<file path="config.mk">
export PLATFORM = sky130hd
export DESIGN_NAME = quadrilatero_dispatcher_flat
export DESIGN_NICKNAME = d
export VERILOG_FILES = /design/src/rtl/quadrilatero_pkg.sv /design/src/rtl/quadrilatero_dispatcher_if.sv /design/src/rtl/quadrilatero_hazard_check.sv /design/src/rtl/quadrilatero_dispatcher.sv /design/src/flat_wrapper.sv
export SDC_FILE = /design/constraint.sdc
export NUM_CORES = 1
export LEC_CHECK = 0
export CORE_MARGIN = 4
export CORE_UTILIZATION = 52
export DETAILED_ROUTE_END_ITERATION = 8
export GPL_ROUTABILITY_DRIVEN = 0
export HOLD_SLACK_MARGIN = 0.12
export PLACE_DENSITY = 0.85
export SKIP_CTS_REPAIR_TIMING = 1
export SLEW_MARGIN = 20
export SYNTH_ARGS = -nofsm -noshare
export SYNTH_HDL_FRONTEND = slang
export SYNTH_HIERARCHICAL = 1
export SYNTH_SLANG_ARGS = --single-unit
</file>
<file path="constraint.sdc">
create_clock -name clk_i -period 11.8 [get_ports clk_i]
set_input_delay 2.95 -clock clk_i [delete_from_list [all_inputs] [get_ports clk_i]]
set_output_delay 2.95 -clock clk_i [all_outputs]
set_load 0.02 [all_outputs]
</file>
<file path="src/rtl/quadrilatero_pkg.sv">
// rtl/quadrilatero_pkg.sv - shared types and register-set helpers for the matrix dispatcher
package quadrilatero_pkg;

    localparam int N_UNITS   = 3;
    localparam int NUM_MREGS = 8;
    localparam int MREG_W    = $clog2(NUM_MREGS);
    localparam int SCALAR_W  = 32;
    localparam int XID_W     = 4;

    typedef logic [MREG_W-1:0]    mreg_t;
    typedef logic [NUM_MREGS-1:0] mset_t;

    typedef enum logic [1:0] {
        UNIT_SA  = 2'd0,
        UNIT_LSU = 2'd1,
        UNIT_RF  = 2'd2
    } unit_e;

    typedef enum logic [2:0] {
        OP_MZERO  = 3'd0,
        OP_MLD_W  = 3'd1,
        OP_MST_W  = 3'd2,
        OP_FMMACC = 3'd3,
        OP_MMACC  = 3'd4
    } op_e;

    typedef struct packed {
        logic [XID_W-1:0]    id;
        op_e                 op;
        mreg_t               md;
        mreg_t               ms1;
        mreg_t               ms2;
        logic [SCALAR_W-1:0] rs1;
        logic [SCALAR_W-1:0] rs2;
    } disp_pkt_t;

    typedef struct packed {
        logic  valid;
        mset_t rd_set;
        mset_t wr_set;
    } inflight_t;

    function automatic mset_t reg_onehot(input mreg_t r);
        mset_t s;
        s    = '0;
        s[r] = 1'b1;
        return s;
    endfunction

    // Stores read md (the data being stored) and write nothing.
    function automatic logic is_store(input op_e op);
        return op == OP_MST_W;
    endfunction

    function automatic mset_t cand_rd_set(input mreg_t md, input mreg_t ms1, input mreg_t ms2,
                                          input logic [1:0] rmask, input logic store);
        mset_t s;
        s = '0;
        if (rmask[0]) s = s | reg_onehot(ms1);
        if (rmask[1]) s = s | reg_onehot(ms2);
        if (store)    s = s | reg_onehot(md);
        return s;
    endfunction

    function automatic mset_t cand_wr_set(input mreg_t md, input logic wr);
        return wr ? reg_onehot(md) : '0;
    endfunction

endpackage

</file>
<file path="src/rtl/quadrilatero_dispatcher_if.sv">
// rtl/quadrilatero_dispatcher_if.sv - issue/commit/dispatch bundle between XIF, dispatcher and units
interface quadrilatero_dispatcher_if;
    import quadrilatero_pkg::*;

    logic                       issue_valid_i;
    logic                       issue_ready_o;
    logic [XID_W-1:0]           issue_id_i;
    unit_e                      issue_unit_i;
    op_e                        issue_op_i;
    mreg_t                      issue_md_i;
    mreg_t                      issue_ms1_i;
    mreg_t                      issue_ms2_i;
    logic [1:0]                 issue_rmask_i;
    logic                       issue_wr_i;
    logic [SCALAR_W-1:0]        issue_rs1_i;
    logic [SCALAR_W-1:0]        issue_rs2_i;
    logic                       commit_valid_i;
    logic [XID_W-1:0]           commit_id_i;
    logic                       commit_kill_i;
    logic [N_UNITS-1:0]         disp_valid_o;
    logic [N_UNITS-1:0]         disp_ready_i;
    disp_pkt_t                  disp_pkt_o;
    logic [N_UNITS-1:0]         done_i;
    logic                       busy_o;

    modport master (
        output issue_valid_i, issue_id_i, issue_unit_i, issue_op_i,
               issue_md_i, issue_ms1_i, issue_ms2_i, issue_rmask_i, issue_wr_i,
               issue_rs1_i, issue_rs2_i,
               commit_valid_i, commit_id_i, commit_kill_i,
               disp_ready_i, done_i,
        input  issue_ready_o, disp_valid_o, disp_pkt_o, busy_o
    );

    modport slave (
        input  issue_valid_i, issue_id_i, issue_unit_i, issue_op_i,
               issue_md_i, issue_ms1_i, issue_ms2_i, issue_rmask_i, issue_wr_i,
               issue_rs1_i, issue_rs2_i,
               commit_valid_i, commit_id_i, commit_kill_i,
               disp_ready_i, done_i,
        output issue_ready_o, disp_valid_o, disp_pkt_o, busy_o
    );

endinterface

</file>
<file path="src/rtl/quadrilatero_hazard_check.sv">
// rtl/quadrilatero_hazard_check.sv - RAW/WAW/WAR check of a candidate against in-flight records
module quadrilatero_hazard_check
    import quadrilatero_pkg::*;
(
    input  inflight_t [N_UNITS-1:0] rec_eff,
    input  mreg_t                   md,
    input  mreg_t                   ms1,
    input  mreg_t                   ms2,
    input  logic [1:0]              rmask,
    input  logic                    wr,
    input  logic                    store,
    output logic                    hazard
);

    mset_t src_set;
    mset_t dst_set;

    assign src_set = cand_rd_set(md, ms1, ms2, rmask, store);
    assign dst_set = cand_wr_set(md, wr);

    // Any live unit whose writes overlap our reads/writes, or whose reads overlap our writes, blocks us
    always_comb begin
        hazard = 1'b0;
        for (int u = 0; u < N_UNITS; u++) begin
            if (rec_eff[u].valid &&
                ((|(src_set & rec_eff[u].wr_set)) ||
                 (|(dst_set & (rec_eff[u].wr_set | rec_eff[u].rd_set))))) begin
                hazard = 1'b1;
            end
        end
    end

endmodule

</file>
<file path="src/rtl/quadrilatero_dispatcher.sv">
// rtl/quadrilatero_dispatcher.sv - single-entry issue buffer and hazard scheduler for SA/LSU/RF
module quadrilatero_dispatcher
    import quadrilatero_pkg::*;
#(
    parameter int N_MREGS = NUM_MREGS,
    parameter int XLEN    = SCALAR_W,
    parameter int ID_W    = XID_W
) (
    input  logic                     clk_i,
    input  logic                     rst_i,
    quadrilatero_dispatcher_if.slave bus
);

    localparam int MW = $clog2(N_MREGS);

    localparam logic [1:0] ST_EMPTY = 2'd0;
    localparam logic [1:0] ST_PEND  = 2'd1;
    localparam logic [1:0] ST_READY = 2'd2;

    logic [1:0]              state_q;
    logic [1:0]              state_d;
    logic [ID_W-1:0]         buf_id_q;
    unit_e                   buf_unit_q;
    op_e                     buf_op_q;
    logic [MW-1:0]           buf_md_q;
    logic [MW-1:0]           buf_ms1_q;
    logic [MW-1:0]           buf_ms2_q;
    logic [1:0]              buf_rmask_q;
    logic                    buf_wr_q;
    logic [XLEN-1:0]         buf_rs1_q;
    logic [XLEN-1:0]         buf_rs2_q;

    inflight_t [N_UNITS-1:0] rec_q;
    inflight_t [N_UNITS-1:0] rec_eff;
    logic [N_UNITS-1:0]      disp_valid;
    logic                    hazard;
    logic                    fire;
    logic                    issue_ready;
    logic                    issue_take;
    logic                    issue_commit_hit;
    logic                    buf_commit_hit;
    mset_t                   new_rd_set;
    mset_t                   new_wr_set;

    // A unit finishing this cycle no longer constrains the buffered instruction
    always_comb begin
        for (int u = 0; u < N_UNITS; u++) begin
            rec_eff[u] = bus.done_i[u] ? '0 : rec_q[u];
        end
    end

    assign new_rd_set = cand_rd_set(buf_md_q, buf_ms1_q, buf_ms2_q, buf_rmask_q, is_store(buf_op_q));
    assign new_wr_set = cand_wr_set(buf_md_q, buf_wr_q);

    quadrilatero_hazard_check u_hazard_check (
        .rec_eff (rec_eff),
        .md      (buf_md_q),
        .ms1     (buf_ms1_q),
        .ms2     (buf_ms2_q),
        .rmask   (buf_rmask_q),
        .wr      (buf_wr_q),
        .store   (is_store(buf_op_q)),
        .hazard  (hazard)
    );

    // Request only the target unit, once committed, hazard-free and that unit is idle
    always_comb begin
        disp_valid = '0;
        if (state_q == ST_READY && !hazard && !rec_eff[buf_unit_q].valid) begin
            disp_valid[buf_unit_q] = 1'b1;
        end
    end

    assign fire             = |(disp_valid & bus.disp_ready_i);
    assign issue_ready      = (state_q == ST_EMPTY) || fire;
    assign issue_take       = bus.issue_valid_i && issue_ready;
    assign issue_commit_hit = bus.commit_valid_i && (bus.commit_id_i == bus.issue_id_i);
    assign buf_commit_hit   = bus.commit_valid_i && (bus.commit_id_i == buf_id_q);

    // Buffer occupancy: a new issue overrides the departing one; commits only match the held id
    always_comb begin
        state_d = state_q;
        if (issue_take) begin
            if (issue_commit_hit) state_d = bus.commit_kill_i ? ST_EMPTY : ST_READY;
            else                  state_d = ST_PEND;
        end else if (fire) begin
            state_d = ST_EMPTY;
        end else if (state_q == ST_PEND && buf_commit_hit) begin
            state_d = bus.commit_kill_i ? ST_EMPTY : ST_READY;
        end
    end

    // State and captured payload
    always_ff @(posedge clk_i or posedge rst_i) begin
        if (rst_i) begin
            state_q     <= ST_EMPTY;
            buf_id_q    <= '0;
            buf_unit_q  <= UNIT_SA;
            buf_op_q    <= OP_MZERO;
            buf_md_q    <= '0;
            buf_ms1_q   <= '0;
            buf_ms2_q   <= '0;
            buf_rmask_q <= '0;
            buf_wr_q    <= 1'b0;
            buf_rs1_q   <= '0;
            buf_rs2_q   <= '0;
        end else begin
            state_q <= state_d;
            if (issue_take) begin
                buf_id_q    <= bus.issue_id_i;
                buf_unit_q  <= bus.issue_unit_i;
                buf_op_q    <= bus.issue_op_i;
                buf_md_q    <= bus.issue_md_i;
                buf_ms1_q   <= bus.issue_ms1_i;
                buf_ms2_q   <= bus.issue_ms2_i;
                buf_rmask_q <= bus.issue_rmask_i;
                buf_wr_q    <= bus.issue_wr_i;
                buf_rs1_q   <= bus.issue_rs1_i;
                buf_rs2_q   <= bus.issue_rs2_i;
            end
        end
    end

    // In-flight records: done clears, a same-cycle dispatch to that unit reloads and wins
    always_ff @(posedge clk_i or posedge rst_i) begin
        if (rst_i) begin
            rec_q <= '0;
        end else begin
            for (int u = 0; u < N_UNITS; u++) begin
                if (fire && int'(buf_unit_q) == u) begin
                    rec_q[u].valid  <= 1'b1;
                    rec_q[u].rd_set <= new_rd_set;
                    rec_q[u].wr_set <= new_wr_set;
                end else if (bus.done_i[u]) begin
                    rec_q[u] <= '0;
                end
            end
        end
    end

    assign bus.issue_ready_o = issue_ready;
    assign bus.disp_valid_o  = disp_valid;
    assign bus.busy_o        = (state_q != ST_EMPTY) || rec_q[0].valid || rec_q[1].valid || rec_q[2].valid;
    assign bus.disp_pkt_o    = '{id: buf_id_q, op: buf_op_q, md: buf_md_q, ms1: buf_ms1_q,
                                 ms2: buf_ms2_q, rs1: buf_rs1_q, rs2: buf_rs2_q};

endmodule

</file>
<file path="src/flat_wrapper.sv">
// flat-port wrapper written by rule: the top's interface ports become plain ports
module quadrilatero_dispatcher_flat import quadrilatero_pkg::*;
#(
    parameter int N_MREGS = NUM_MREGS,
    parameter int XLEN    = SCALAR_W,
    parameter int ID_W    = XID_W
)
  (clk_i, rst_i, bus_issue_valid_i, bus_issue_id_i, bus_issue_unit_i, bus_issue_op_i, bus_issue_md_i, bus_issue_ms1_i, bus_issue_ms2_i, bus_issue_rmask_i, bus_issue_wr_i, bus_issue_rs1_i, bus_issue_rs2_i, bus_commit_valid_i, bus_commit_id_i, bus_commit_kill_i, bus_disp_ready_i, bus_done_i, bus_issue_ready_o, bus_disp_valid_o, bus_disp_pkt_o, bus_busy_o);
  quadrilatero_dispatcher_if bus_i ();
  input  logic clk_i;
  input  logic rst_i;
  input wire logic [$bits(bus_i.issue_valid_i)-1:0] bus_issue_valid_i;
  input wire logic [$bits(bus_i.issue_id_i)-1:0] bus_issue_id_i;
  input wire logic [$bits(bus_i.issue_unit_i)-1:0] bus_issue_unit_i;
  input wire logic [$bits(bus_i.issue_op_i)-1:0] bus_issue_op_i;
  input wire logic [$bits(bus_i.issue_md_i)-1:0] bus_issue_md_i;
  input wire logic [$bits(bus_i.issue_ms1_i)-1:0] bus_issue_ms1_i;
  input wire logic [$bits(bus_i.issue_ms2_i)-1:0] bus_issue_ms2_i;
  input wire logic [$bits(bus_i.issue_rmask_i)-1:0] bus_issue_rmask_i;
  input wire logic [$bits(bus_i.issue_wr_i)-1:0] bus_issue_wr_i;
  input wire logic [$bits(bus_i.issue_rs1_i)-1:0] bus_issue_rs1_i;
  input wire logic [$bits(bus_i.issue_rs2_i)-1:0] bus_issue_rs2_i;
  input wire logic [$bits(bus_i.commit_valid_i)-1:0] bus_commit_valid_i;
  input wire logic [$bits(bus_i.commit_id_i)-1:0] bus_commit_id_i;
  input wire logic [$bits(bus_i.commit_kill_i)-1:0] bus_commit_kill_i;
  input wire logic [$bits(bus_i.disp_ready_i)-1:0] bus_disp_ready_i;
  input wire logic [$bits(bus_i.done_i)-1:0] bus_done_i;
  output wire logic [$bits(bus_i.issue_ready_o)-1:0] bus_issue_ready_o;
  output wire logic [$bits(bus_i.disp_valid_o)-1:0] bus_disp_valid_o;
  output wire logic [$bits(bus_i.disp_pkt_o)-1:0] bus_disp_pkt_o;
  output wire logic [$bits(bus_i.busy_o)-1:0] bus_busy_o;
  assign bus_i.issue_valid_i = bus_issue_valid_i;
  assign bus_i.issue_id_i = bus_issue_id_i;
  assign bus_i.issue_unit_i = bus_issue_unit_i;
  assign bus_i.issue_op_i = bus_issue_op_i;
  assign bus_i.issue_md_i = bus_issue_md_i;
  assign bus_i.issue_ms1_i = bus_issue_ms1_i;
  assign bus_i.issue_ms2_i = bus_issue_ms2_i;
  assign bus_i.issue_rmask_i = bus_issue_rmask_i;
  assign bus_i.issue_wr_i = bus_issue_wr_i;
  assign bus_i.issue_rs1_i = bus_issue_rs1_i;
  assign bus_i.issue_rs2_i = bus_issue_rs2_i;
  assign bus_i.commit_valid_i = bus_commit_valid_i;
  assign bus_i.commit_id_i = bus_commit_id_i;
  assign bus_i.commit_kill_i = bus_commit_kill_i;
  assign bus_i.disp_ready_i = bus_disp_ready_i;
  assign bus_i.done_i = bus_done_i;
  assign bus_issue_ready_o = bus_i.issue_ready_o;
  assign bus_disp_valid_o = bus_i.disp_valid_o;
  assign bus_disp_pkt_o = bus_i.disp_pkt_o;
  assign bus_busy_o = bus_i.busy_o;
  quadrilatero_dispatcher #(.N_MREGS(N_MREGS), .XLEN(XLEN), .ID_W(ID_W)) u_core (.clk_i(clk_i), .rst_i(rst_i), .bus(bus_i));
endmodule
</file>
==> results.sh <==
export IMPL_hold_viol=0
export IMPL_relSlewSlack=0.255
export IMPL_ant_nets=0
export IMPL_core_mm2=0.0127
export IMPL_grt_pass1_wl_um=31200
export IMPL_numCtsBuffers=17
export IMPL_setup_slack_ns=1.55
export IMPL_synthTopCellsByCount="138 x dfrtp_1, 98 x mux2_2, 55 x nor2b_1"
export IMPL_path_cells="clkdlybuf4s50_1 -> nor2b_1 -> or2_2 -> a222oi_1 -> nand4_1 -> o31ai_1 -> nand3_1 -> or3b_1 -> or4_4 -> and3_1 -> nand2_1 -> clkdlybuf4s50_1"
export IMPL_slowest_stage="clkdlybuf4s50_1"
export IMPL_status="finished, final reports clean"
export IMPL_final_max_slew_viol_count=0
export IMPL_portBuffers=184
export IMPL_period_share=0.869
export IMPL_critPathRequiredTime_ns=8.85
export IMPL_yosysSeqAreaShare=0.512
export IMPL_setup_viol=0
export IMPL_dr_total_vias=5560
export IMPL_grt_pass1_vias=5859
export IMPL_power_density_mw_per_mm2=250
export IMPL_place_area_mm2=0.00869
export IMPL_wl_um=19800
export IMPL_start_util=0.532
export IMPL_synth_area_leaders="dfrtp_1 51%, mux2_2 16%, nor2b_1 5.1%"
export IMPL_ir_worst_vdd_v=0.000178
export IMPL_syn_area_mm2=0.00674
export IMPL_ioPinCount=185
export IMPL_nets=850
export IMPL_std_cell_rows=41
export IMPL_place_ws_ns=1.62
export IMPL_grt_overflow_total=0
export IMPL_synth_edf_count=0
export IMPL_critPathMaxFanout=31
export IMPL_synth_seq_cells=138
export IMPL_clock_sinks=138
export IMPL_worst_setup_hold_path_clk_slew_ns=0.06
export IMPL_synth_simple_gate_area_share=0.181
export IMPL_clock_skew_ns=0.0107
export IMPL_holdWs_ns=0.508
export IMPL_max_freq_ghz=0.0975
export IMPL_synth_top_cell_area_share=0.512
export IMPL_synth_avg_cell_area_um2=11.8
export IMPL_synth_fp_nets=670
export IMPL_tightestPinTransition_ns=1.10
export IMPL_first_pass_iters=5
export IMPL_yosysMostFrequentCell="dfrtp_1"
export IMPL_syn_inst=570
export IMPL_finalInstanceArea_mm2=0.00926
export IMPL_vias_per_cell=5.95
export IMPL_grt_max_degree=91
export IMPL_die_x_um=122
export IMPL_die_area_mm2=0.0148
export IMPL_fin_tns_setup_ns=0
export IMPL_crit_path_end_kind="output pin"
export IMPL_synth_top_family_by_area="simple AND/OR/NAND/NOR gates"
export IMPL_cts_tree="built"
export IMPL_drc=0
export IMPL_yosysUniqueCellTypes=55
export IMPL_power_leakage_nw=4.10
export IMPL_clockBufferDepth=2
export IMPL_yosys_area_top_type="dfrtp_1"
export IMPL_min_period_ns=10.25
export IMPL_antenna_found_initial=0
export IMPL_drv_cap=0
export IMPL_slowest_delay_ns=0.82
export IMPL_synth_mux_area_fraction=0.175
export IMPL_die_h_um=122
export IMPL_synth_ff_type="dfrtp_1"
export IMPL_synthAdderAreaFrac=0
export IMPL_areaGrowthSynthToFinish_pct=37.4
export IMPL_n_antenna_cell=0
export IMPL_post_drt_wl_per_cell_um=21.2
export IMPL_track_usage=0.278
export IMPL_startpoint_type="input pin"
export IMPL_crit_type="input pin to output pin"
export IMPL_synthArstFlopShare=1.00
export IMPL_htreeDepth=4
export IMPL_synth_compound_area_frac=0.0958
export IMPL_cpMostUsedCell="clkdlybuf4s50_1"
export IMPL_ys_warn_count=6
export IMPL_worstSkewPairLatency_ns=0.42
export IMPL_hpwl_um=14100
export IMPL_drive_gt1_frac=0.199
export IMPL_min_path_type="flip-flop to flip-flop"
export IMPL_drt_iter0_markers=516
export IMPL_synth_xor_area_frac=0.00650
export IMPL_cts_root_buf="clkbuf_16"
export IMPL_rsz0062_at_grt="false"
export IMPL_cp_arrival_ns=7.30
-- placed cells by master (no fill, tap or decap), types with 2 or more instances in the layout --
cell type,Yosys,routed
xor2_1,2,2
clkbuf_16,0,17
dfrtp_1,138,138
o21ai_0,19,19
and4_1,3,3
nand3b_1,3,3
a31oi_1,2,2
nor3_1,2,2
buf_4,8,4
mux4_1,2,2
nor2b_1,55,55
nor4bb_1,8,8
nand4_1,9,9
nand2_1,31,31
a21oi_1,2,2
clkbuf_8,0,2
mux2_2,98,98
o311ai_0,5,4
nor2_1,34,34
and3_1,2,2
nand2b_1,6,6
a21o_1,17,17
inv_1,11,10
o31ai_1,21,21
clkinv_4,0,3
nand3_1,14,14
and4bb_4,2,2
o2111ai_1,4,4
a22oi_1,3,3
o41ai_2,2,2
inv_6,0,2
nor4b_1,5,5
clkinvlp_4,0,4
or2_2,7,7
xnor2_1,3,3
nand4b_1,3,3
clkdlybuf4s50_1,0,184
and4b_1,10,10
clkinv_2,0,3
-- registers in the layout, summed over array words and instances, names as in the netlist --
signal / count
u_core/rec_q: 51
u_core/buf_rs1_q: 32
u_core/buf_rs2_q: 32
u_core/buf_id_q: 4
u_core/buf_md_q: 3
u_core/buf_ms1_q: 3
u_core/buf_ms2_q: 3
u_core/buf_op_q: 3
u_core/buf_rmask_q: 2
u_core/buf_unit_q: 2
u_core/state_q: 2
u_core/buf_wr_q: 1
-- critical path, delay by kind of cell --
kind,cells,cell delay [ns]
and+or+nand+nor,8,2.31
AOI/OAI and AO/OA,2,0.62
buffers and inverters,2,1.42
-- cells by family after synthesis --
logic type	after synthesis
simple gates	202
compound gates	86
flops	138
xor+xnor	5
buf+inv	38
mux	101
-- power breakdown --
part	internal (mW)	switching (mW)
Combinational	0.502	0.487
Sequential	0.632	0.186
Clock	0.301	0.205
Total	1.44	0.877
-- worst paths after layout --
path	start	slack (ns)	cells past startpoint	end
worst max-delay path	bus_done_i[2]	1.55	12	bus_issue_ready_o
worst min-delay path	u_core/buf_rs2_q[9]$_DFFE_PP0P_	0.51	1	u_core/buf_rs2_q[9]$_DFFE_PP0P_
worst max register to register	u_core/buf_md_q[0]$_DFFE_PP0P_	6.59	11	u_core/state_q[1]$_DFFE_PP0P_
worst min register to register	u_core/buf_rs2_q[9]$_DFFE_PP0P_	0.51	1	u_core/buf_rs2_q[9]$_DFFE_PP0P_
max in group asynchronous	rst_i	7.33	3	u_core/rec_q[42]$_DFF_PP0_
min in group asynchronous	rst_i	3.04	2	u_core/buf_ms2_q[1]$_DFFE_PP0P_
-- metal layers --
metal,vias up,part of all wire,global-route usage
met2,317,0.49,0.450
met1,2746,0.38,0.336
met3,43,0.11,0.118
met4,0,0.026,0.0910
li1,2454,-,-
met5,-,0,0
-- metrics by stage --
stage | util | instances | total power, mW
6_report | 0.731 | 935 | 2.31
4_1_cts | 0.731 | 935 | 2.31
2_1_floorplan | - | 570 | 1.33
3_5_place_dp | 0.685 | 903 | 1.79
3_3_place_gp | 0.685 | 903 | 1.76
5_1_grt | 0.731 | 935 | 2.42
-- final cells by class --
cell class,instances,area [um^2]
clock buffer,19,453
clock inverter,13,119
timing repair buffer,188,1870
multi-input combinational,394,3110
sequential,138,3450
fill,833,3410
tap,172,215
inverter,11,43.8
No activity file was read; power rests on OpenSTA's default activity.
